**config.mk**
```make
export PLATFORM = sky130hd
export DESIGN_NAME = buzz_scheduler
export DESIGN_NICKNAME = d
export VERILOG_FILES = /design/src/rtl/buzz_pkg.sv /design/src/rtl/buzz_tick_div.sv /design/src/rtl/buzz_scheduler.sv
export SDC_FILE = /design/constraint.sdc
export NUM_CORES = 1
export LEC_CHECK = 0
export CAP_MARGIN = 5
export CORE_ASPECT_RATIO = 1.5
export CORE_MARGIN = 2
export CORE_UTILIZATION = 55
export DETAILED_ROUTE_END_ITERATION = 12
export PLACE_DENSITY_LB_ADDON = 0.15
export SLEW_MARGIN = 30
export SYNTH_ARGS = -nofsm -noshare
export SYNTH_HDL_FRONTEND = slang
export SYNTH_SLANG_ARGS = --single-unit
export TNS_END_PERCENT = 30
```
**constraint.sdc**
```tcl
create_clock -name clk -period 3.2 [get_ports clk]
set_input_delay 0.48 -clock clk [delete_from_list [all_inputs] [get_ports clk]]
set_output_delay 0.48 -clock clk [all_outputs]
set_load 0.02 [all_outputs]
```
**src/rtl/buzz_pkg.sv**
```systemverilog
// Shared definitions for the buzzer scheduler.
//   - Source indices and count (alarm, chime, key).
//   - FSM state encoding.
//   - Default width of the beep-count fields.
//   - prio_onehot(): the lowest set bit of a request vector as a one-hot value.
//     Index 0 (alarm) has the highest priority.
package buzz_pkg;

  localparam int NUM_SRC   = 3;
  localparam int SRC_ALARM = 0;
  localparam int SRC_CHIME = 1;
  localparam int SRC_KEY   = 2;

  localparam int DEF_CNT_W = 5;

  typedef enum logic [1:0] {
    IDLE = 2'd0,
    ON   = 2'd1,
    OFF  = 2'd2
  } state_e;

  // Isolate the lowest set bit (two's-complement trick).
  function automatic logic [NUM_SRC-1:0] prio_onehot(input logic [NUM_SRC-1:0] p);
    return p & (~p + NUM_SRC'(1));
  endfunction

endpackage

```
**src/rtl/buzz_tick_div.sv**
```systemverilog
// Beep tick divider.
// It counts 0..TICK_DIV-1 and pulses tick while the count sits on the terminal value.
// Ports:
//   clk   system clock
//   rst   synchronous active-high reset (count to 0)
//   clr   force the count to 0. The scheduler asserts this on every grant, so the
//         first beep phase starts on a clean tick boundary.
//   tick  one-cycle pulse every TICK_DIV cycles
module buzz_tick_div #(
  parameter int TICK_DIV = 25000000
) (
  input  logic clk,
  input  logic rst,
  input  logic clr,
  output logic tick
);

  localparam int         DIV_W = (TICK_DIV > 1) ? $clog2(TICK_DIV) : 1;
  localparam [DIV_W-1:0] LAST  = DIV_W'(TICK_DIV - 1);

  logic [DIV_W-1:0] cnt_q, cnt_d;

  always_comb begin
    cnt_d = cnt_q + DIV_W'(1);
    if (clr || cnt_q == LAST) cnt_d = '0;
  end

  always_ff @(posedge clk) begin
    if (rst) cnt_q <= '0;
    else     cnt_q <= cnt_d;
  end

  // A clear restarts the phase, so a coincident terminal count must not be seen as a tick.
  assign tick = (cnt_q == LAST) && !clr;

endmodule

```
**src/rtl/buzz_scheduler.sv**
```systemverilog
// Buzzer scheduler.
// Arbitrates between alarm (bit 0), chime (bit 1) and key click (bit 2).
// The served request is played as N timed on/off beeps on buzz_en.
// Ports:
//   clk, rst      system clock, synchronous active-high reset
//   req           one-cycle request pulses, one per source
//   req_count     beep count per source (slice i = [i*CNT_W +: CNT_W]), sampled with req[i]
//   cancel        abort the current sequence and drop every pending request
//   buzz_en       tone generator enable
//   busy          high whenever the FSM is not idle
//   grant         one-hot source being served (0 when idle)
//   ack/done/abort  one-cycle pulses: granted / finished normally / preempted or cancelled
//   beeps_left    remaining beeps of the current sequence, including the one sounding
// All outputs are registered.
module buzz_scheduler
  import buzz_pkg::*;
#(
  parameter int TICK_DIV  = 25000000,
  parameter int ON_TICKS  = 1,
  parameter int OFF_TICKS = 1,
  parameter int CNT_W     = DEF_CNT_W
) (
  input  logic                     clk,
  input  logic                     rst,
  input  logic [NUM_SRC-1:0]       req,
  input  logic [NUM_SRC*CNT_W-1:0] req_count,
  input  logic                     cancel,
  output logic                     buzz_en,
  output logic                     busy,
  output logic [NUM_SRC-1:0]       grant,
  output logic [NUM_SRC-1:0]       ack,
  output logic [NUM_SRC-1:0]       done,
  output logic [NUM_SRC-1:0]       abort,
  output logic [CNT_W-1:0]         beeps_left
);

  logic [NUM_SRC-1:0] pend_all;
  logic [CNT_W-1:0]   cnt_all [NUM_SRC];
  logic [NUM_SRC-1:0] take;      // pending flags consumed by a grant this cycle
  logic               div_clr;
  logic               tick;

  // Per-source request capture and pending latch.
  // Requests pass through one input register before reaching the pending flag.
  // As a result, a request sampled at edge t is acknowledged at edge t+2.
  for (genvar gi = 0; gi < NUM_SRC; gi++) begin : g_src
    logic             req_q, req_d, pend_q, pend_d;
    logic [CNT_W-1:0] rcnt_q, rcnt_d, cnt_q, cnt_d;

    always_comb begin
      req_d  = req[gi] & ~cancel;  // a request alongside cancel is discarded
      rcnt_d = req_count[gi*CNT_W +: CNT_W];
      pend_d = pend_q;
      cnt_d  = cnt_q;
      if (take[gi]) pend_d = 1'b0;
      // A fresh request wins over a same-cycle grant: it becomes the next pending sequence.
      if (req_q && rcnt_q != '0) begin
        pend_d = 1'b1;
        cnt_d  = rcnt_q;
      end
      if (cancel) pend_d = 1'b0;
    end

    always_ff @(posedge clk) begin
      if (rst) begin
        req_q  <= 1'b0;
        rcnt_q <= '0;
        pend_q <= 1'b0;
        cnt_q  <= '0;
      end else begin
        req_q  <= req_d;
        rcnt_q <= rcnt_d;
        pend_q <= pend_d;
        cnt_q  <= cnt_d;
      end
    end

    assign pend_all[gi] = pend_q;
    assign cnt_all[gi]  = cnt_q;
  end

  buzz_tick_div #(.TICK_DIV(TICK_DIV)) u_div (
    .clk  (clk),
    .rst  (rst),
    .clr  (div_clr),
    .tick (tick)
  );

  state_e             state_q, state_d;
  logic               buzz_en_q, buzz_en_d, busy_q, busy_d;
  logic [NUM_SRC-1:0] grant_q, grant_d, ack_q, ack_d, done_q, done_d, abort_q, abort_d;
  logic [CNT_W-1:0]   beeps_left_q, beeps_left_d;
  logic [15:0]        ph_q, ph_d;     // ticks elapsed in the current ON/OFF phase
  logic [15:0]        ph_last;
  logic [NUM_SRC-1:0] sel;
  logic [CNT_W-1:0]   sel_cnt;
  logic               do_start;

  always_comb begin
    state_d      = state_q;
    buzz_en_d    = buzz_en_q;
    grant_d      = grant_q;
    ack_d        = '0;
    done_d       = '0;
    abort_d      = '0;
    beeps_left_d = beeps_left_q;
    ph_d         = ph_q;
    take         = '0;
    div_clr      = 1'b0;
    do_start     = 1'b0;
    sel          = prio_onehot(pend_all);
    sel_cnt      = '0;
    for (int i = 0; i < NUM_SRC; i++) begin
      if (sel[i]) sel_cnt = cnt_all[i];
    end
    ph_last = (state_q == ON) ? 16'(ON_TICKS - 1) : 16'(OFF_TICKS - 1);

    if (cancel) begin
      state_d      = IDLE;
      buzz_en_d    = 1'b0;
      grant_d      = '0;
      beeps_left_d = '0;
      ph_d         = '0;
      abort_d      = grant_q;
    end else begin
      unique case (state_q)
        IDLE: do_start = |pend_all;
        ON, OFF: begin
          // Only a pending alarm may preempt, and only a lower source.
          // When pend_all[0] is set, sel is already the alarm.
          if (pend_all[SRC_ALARM] && !grant_q[SRC_ALARM]) begin
            abort_d  = grant_q;
            do_start = 1'b1;
          end else if (tick) begin
            if (ph_q == ph_last) begin
              ph_d = '0;
              if (state_q == OFF) begin
                state_d   = ON;
                buzz_en_d = 1'b1;
              end else if (beeps_left_q == CNT_W'(1)) begin
                state_d      = IDLE;
                buzz_en_d    = 1'b0;
                done_d       = grant_q;
                grant_d      = '0;
                beeps_left_d = '0;
              end else begin
                state_d      = OFF;
                buzz_en_d    = 1'b0;
                beeps_left_d = beeps_left_q - CNT_W'(1);
              end
            end else begin
              ph_d = ph_q + 16'd1;
            end
          end
        end
        default: state_d = IDLE;
      endcase

      if (do_start) begin
        take         = sel;
        grant_d      = sel;
        ack_d        = sel;
        beeps_left_d = sel_cnt;
        buzz_en_d    = 1'b1;
        state_d      = ON;
        ph_d         = '0;
        div_clr      = 1'b1;
      end
    end

    busy_d = (state_d != IDLE);
  end

  always_ff @(posedge clk) begin
    if (rst) begin
      state_q      <= IDLE;
      buzz_en_q    <= 1'b0;
      busy_q       <= 1'b0;
      grant_q      <= '0;
      ack_q        <= '0;
      done_q       <= '0;
      abort_q      <= '0;
      beeps_left_q <= '0;
      ph_q         <= '0;
    end else begin
      state_q      <= state_d;
      buzz_en_q    <= buzz_en_d;
      busy_q       <= busy_d;
      grant_q      <= grant_d;
      ack_q        <= ack_d;
      done_q       <= done_d;
      abort_q      <= abort_d;
      beeps_left_q <= beeps_left_d;
      ph_q         <= ph_d;
    end
  end

  assign buzz_en    = buzz_en_q;
  assign busy       = busy_q;
  assign grant      = grant_q;
  assign ack        = ack_q;
  assign done       = done_q;
  assign abort      = abort_q;
  assign beeps_left = beeps_left_q;

endmodule

```
## Word level (Yosys, flattened, before mapping)

Index checks and enable logic that the tools add are counted.
W data, S select, Z words.

- Flip-flop bits (word level): 98
- Latch bits: 0
- Bits in writable memories: 0
- Bits in read-only memories: 0
- Output and inout bits: 19
- Logic and storage cells: 122
- Memories: 0

- Add/subtract/negate cells: 4
- Multipliers: 0
- Div/mod/pow operators: 0
- Magnitude comparators: 0
- Eq/ne operators: 6
- Shifts and indexed selects: 0
- Multiplexer cells: 48
- Bitwise logic cells: 11
- Reductions and logical operators: 31

Operator list:

| operator | number |
|---|---|
| $mux W5 | 10 |
| $mux W3 | 12 |
| $add A25 B1 Y25 const B | 1 |
| $eq A25 B25 Y1 const B | 1 |
| $add A16 B1 Y16 const B | 1 |
| $logic_not A16 Y1 | 1 |
| $mux W1 | 16 |
| $mux W16 | 1 |
| $reduce_bool A2 Y1 | 8 |
| $reduce_bool A5 Y1 | 3 |
| $mux W2 | 7 |
| $reduce_or A8 Y1 | 1 |
| $not A1 Y1 | 6 |
| $reduce_and A6 Y1 | 1 |
| $reduce_or A2 Y1 | 3 |
| $reduce_or A3 Y1 | 2 |
| $eq A5 B1 Y1 const B | 1 |
| $logic_and A1 B1 Y1 | 5 |
| $reduce_and A5 Y1 | 1 |
| $sub A5 B1 Y5 const B | 1 |
| $ne A2 B1 Y1 const B | 2 |
| $pmux W2 S2 | 1 |
| $reduce_and A4 Y1 | 1 |
| $add A3 B1 Y3 const B | 1 |
| 10 further kinds | 13 |

## Logic depth before layout (Yosys ltp)

- Word-level depth: 15
- Mapped depth: 10
- Mapped depth without buffers: 8

## Modules after synthesis

Synthesis repeated with hierarchy kept, for this count alone.

- Cells, all modules: 485
- Area, all modules: 4319.1 um^2

By module, submodules not included:

| module | instances | cells each | area an instance (um^2) |
|---|---|---|---|
| buzz_scheduler | 1 | 352 | 3139.3 |
| buzz_tick_div | 1 | 133 | 1179.9 |

## Least setup slack after synthesis

Ideal clock, no wire load.

- Path type: flip-flop to flip-flop
- Start point: register state_q[0]
- End point: register busy_q, in the netlist busy
- Setup time: 125 ps
- Data arrival time: 2106 ps
- Required time: 3075 ps
- Setup slack: 969 ps
- Stages on the path, launching flop included: 10
- Buffers on the path: 1
- Cell sequence: dfxtp_1 > clkbuf_2 > inv_1 > ha_1 > nor2b_1 > o221ai_2 > nor2_2 > nor3_1 > mux2_2 > o21bai_1

- Word-level cells in the longest chain between the ends: 14
- Elaborated cells on any way between the ends: 18
- Those cells by class: eq/ne: 2; mux: 11; reduce/logical: 5

RTL lines:

| item | RTL line | text |
|---|---|---|
| start: declaration | buzz_scheduler.sv:89 | `state_e state_q, state_d;` |
| start signal: assignment | buzz_scheduler.sv:186 | `state_q <= state_d;` |
| $eq A2 B1 Y1 / $eq A2 B2 Y1 (equally long branches) | buzz_scheduler.sv:126, buzz_scheduler.sv:137 |  |
| $reduce_or A2 Y1 | buzz_scheduler.sv:126 | `unique case (state_q)` |
| $pmux W1 S2 | buzz_scheduler.sv:126 |  |
| $mux W1 | buzz_scheduler.sv:118 | `if (cancel) begin` |
| $mux W1 | buzz_scheduler.sv:159 | `if (do_start) begin` |
| $mux W1 | buzz_scheduler.sv:118 |  |
| $logic_not A1 Y1 | buzz_tick_div.sv:34 | `assign tick = (cnt_q == LAST) && !clr;` |
| $logic_and A1 B1 Y1 | buzz_tick_div.sv:34 |  |
| $mux W2 | buzz_scheduler.sv:134 | `end else if (tick) begin` |
| $mux W2 | buzz_scheduler.sv:131 | `if (pend_all[SRC_ALARM] && !grant_q[SRC_ALARM]) begin` |
| $pmux W2 S2 | buzz_scheduler.sv:126 |  |
| $mux W2 (*) | buzz_scheduler.sv:159 |  |
| $mux W2 (*) | buzz_scheduler.sv:118 |  |
| $reduce_bool A2 Y1 (*) | buzz_scheduler.sv:171 | `busy_d = (state_d != IDLE);` |
| end signal: assignment | buzz_scheduler.sv:188 | `busy_q <= busy_d;` |
| end: declaration | buzz_scheduler.sv:90 | `logic buzz_en_q, buzz_en_d, busy_q, busy_d;` |

Every way passes the cells marked *; elsewhere a longest branch is shown, timed or not. The select of a mux whose other input is x is not followed.
A chain may end at the register's enable or synchronous reset.

## Final worst setup path

- Start point: register state_q[0]
- End point: register ph_q[10]

- Word-level cells in the longest chain between the ends: 9
- Elaborated cells on any way between the ends: 12
- Those cells by class: eq/ne: 2; mux: 4; reduce/logical: 6

RTL lines:

| item | RTL line | text |
|---|---|---|
| $eq A2 B1 Y1 / $eq A2 B2 Y1 (equally long branches) | buzz_scheduler.sv:126 |  |
| $reduce_or A2 Y1 | buzz_scheduler.sv:126 |  |
| $pmux W1 S2 | buzz_scheduler.sv:126 |  |
| $mux W1 | buzz_scheduler.sv:118 |  |
| $mux W1 | buzz_scheduler.sv:159 |  |
| $mux W1 | buzz_scheduler.sv:118 |  |
| $logic_not A1 Y1 | buzz_tick_div.sv:34 |  |
| $logic_and A1 B1 Y1 | buzz_tick_div.sv:34 |  |
| $reduce_and A3 Y1 (no line) | n/a |  |
| end signal: assignment | buzz_scheduler.sv:194 | `ph_q <= ph_d;` |
| end: declaration | buzz_scheduler.sv:93 | `logic [15:0] ph_q, ph_d;` |

Several ways; a longest one is shown, not always the timed one. The select of a mux whose other input is x is not followed.

==> results.cfg <==
[place]
dp_hpwl_um = 6840
io_buffer_count = 39
place_ws_ns = 0.797
gp_congestion = 0.932
place_area_sq_um = 4830

[clock_network]
htree_num_levels = 3
clk_pin_slew_ns = 0.07
cts_buffers = 9
post_cts_resized = 0
clock-root-buffer = clkbuf_16
post_cts_buffers = 0
cts_tree = yes
insertion_delay_ns = 0.35
clock_sinks = 98
cts_max_path_buffers = 2
hold_buffers = 0

[timing]
fin_tns_setup_ns = 0
finalCritPeriodShare_pct = 76.7
final-max-slew-violation-count = 0
slew_headroom_pct = 56.6
rsz0062_at_grt = no
min_period_ns = 2.45
max_slew.worst_pin.slew_ns = 0.644
finClkSkew_ns = 0.00796
setup_ws_ns = 0.745
fin_hold_ws_ns = 0.447
fmax_mhz = 407
finalSetupViolations = 0
hold_viol_final = 0

[synthesis]
ys_types = 61
ys_warn_count = 0
synth-simple-area-share_pct = 31.3
synthArstFlopShare_pct = 0
synthFlopType = dfxtp_1
ys_seq_area_share_pct = 44.7
synth_xor_area_share_pct = 6.98
muxShareOfSynthArea_pct = 1.20
ys_seq_elements = 98
syn_avg_cell_area_sq_um = 8.71
syn_nets = 533
synthesis.area_sq_um = 4390
synthCells = 504
synth_top_family_by_area = simple AND/OR/NAND/NOR gates
synth_adder_area_share_pct = 2.28
synth_edf_count = 0
synth-compound-area-share_pct = 9.95

[floorplan]
die_h_um = 113
rows = 39
ios = 40
start_util_pct = 57.3
fp.dieArea_sq_um = 8730
dieWidth_um = 77.0
core-area_sq_um = 7660

[layout]
multi_input_comb_area_sq_um = 2270
final_cell_mix = dfxtp_1 (98), nand2_1 (65), nor2_1 (64), clkdlybuf4s50_1 (39), a21oi_1 (31)
syn2layout_area_growth_pct = 17.2
seqCellArea_sq_um = 1960
stdcell_area_sq_um = 5140
final_common_cell = dfxtp_1
drive_gt1_share_pct = 8.04
diodes = 0
fin_nets = 571
final_util_pct = 67.1
fill_cells = 647

[run]
maxCapViolCount = 0

[grt]
grt_pass1_wl_um = 15600
grt_pass1_vias = 3418
grt_remaining_overflow = 0
grt_max_degree = 33
grt_usage_pct = 22.5
antenna_found_initial = 0

[routing]
post_drt_via_cell_ratio = 5.49
via_count = 3562
wl_um = 9440
drt_pre_antenna_iters = 4
dr.first_iter.drc_count = 180
wl_per_cell_um = 14.5
drc = 0
ant_nets = 0

[worst_setup_path]
crit_fanout = 9
crit_path_end_kind = flop
worstPathArrival_ns = 2.67
critical_path_class = flop to flop
required_ns = 3.41
start_kind = flop

[pwr]
p_leak_nw = 1.83
peakVddDrop_uv = 292
powerDensity_nw_per_um2 = 482

[run_status]
outcome = completed

[worst_hold_path]
min_path_type = flop to flop
-- sequential cells by signal, summed over array words and instances, names as in the netlist --
name,flops
u_div.cnt_q,25
ph_q,16
g_src.cnt_q,15
g_src.rcnt_q,15
beeps_left,5
abort,3
ack,3
done,3
g_src.pend_q,3
g_src.req_q,3
grant,3
state_q,2
busy,1
buzz_en,1
-- through the flow --
stage                     power (mW)  instances
after floorplan                 1.35        504
after global placement          1.39        633
after detailed placement        1.39        633
after CTS                       2.50        649
after global routing            2.56        649
final                           2.48        649
-- where the power goes --
part / switching [mW] / total [mW] / internal, mW
Clock: 0.493 / 1.11 / 0.621
Sequential: 0.0169 / 1.26 / 1.24
Combinational: 0.0591 / 0.109 / 0.0500
-- layout make-up --
cell class	count	share of cell area (%)
Multi-Input combinational cell	377	44.1
Tap cell	102	2.48
Sequential cell	98	38.1
Clock inverter	7	1.70
Clock buffer	9	4.38
Timing Repair Buffer	44	8.32
Inverter	12	0.876
-- routing by layer --
metal	up-vias	wire length [um]	GRT usage, %
met5	-	0	0
met4	0	256	13.6
met3	21	246	3.56
met2	64	5010	40.8
met1	1661	3930	24.4
li1	1816	-	-
-- critical path, stage by stage (launching register included) --
cell	delay, ns
dfxtp_1	0.51
inv_1	0.15
ha_1	0.33
nor2b_1	0.17
o221ai_2	0.29
o211ai_2	0.21
nor4_1	0.41
xnor2_1	0.19
nor2_1	0.07
-- synth_stat cells (all sizes together), types with 3 or more instances --
cell     n  area share [%]
and4     7             1.5
dfxtp   98              45
inv     12             1.0
nand3   17             1.9
o211ai   3            0.63
nor2    68             6.2
mux2i    3            0.68
and3    12             1.9
clkbuf  10             1.1
nor4     8             1.8
a21oi   32             3.7
and2    12             1.8
nor2b   17             2.4
a31oi    5            0.71
nand2   66             5.7
a22oi    4            0.68
xor2    17             3.4
xnor2   18             3.6
nor3    10             1.1
ha       8             2.3
nor4b    3            0.88
a21o     3            0.51
or3      6            0.86
or4      6             1.0
o21ai   12             1.4
nand2b   4            0.57
nand4   15             2.1
buf      7             1.5
-- logic make-up (layout without fill, tap and decap cells) --
| group | Yosys count | after routing |
|---|---|---|
| adders and majority gates | 8 | 8 |
| and+or+nand+nor | 259 | 259 |
| xor gates and xnor gates | 35 | 35 |
| muxes | 5 | 5 |
| AOI/OAI and AO/OA | 70 | 70 |
| DFF | 98 | 98 |
| buffers and inverters | 29 | 72 |
-- path summary, 6_finish.rpt --
kind	startpoint	end	slack, ns	cells past startpoint
max	state_q[0]	ph_q[10]	0.75	8
min	g_src[0].rcnt_q[4]	g_src[0].cnt_q[4]	0.45	2
min reg2reg	g_src[0].rcnt_q[4]	g_src[0].cnt_q[4]	0.45	2
max reg2reg	state_q[0]	ph_q[10]	0.75	8
Power figures use the tool's default switching activity.
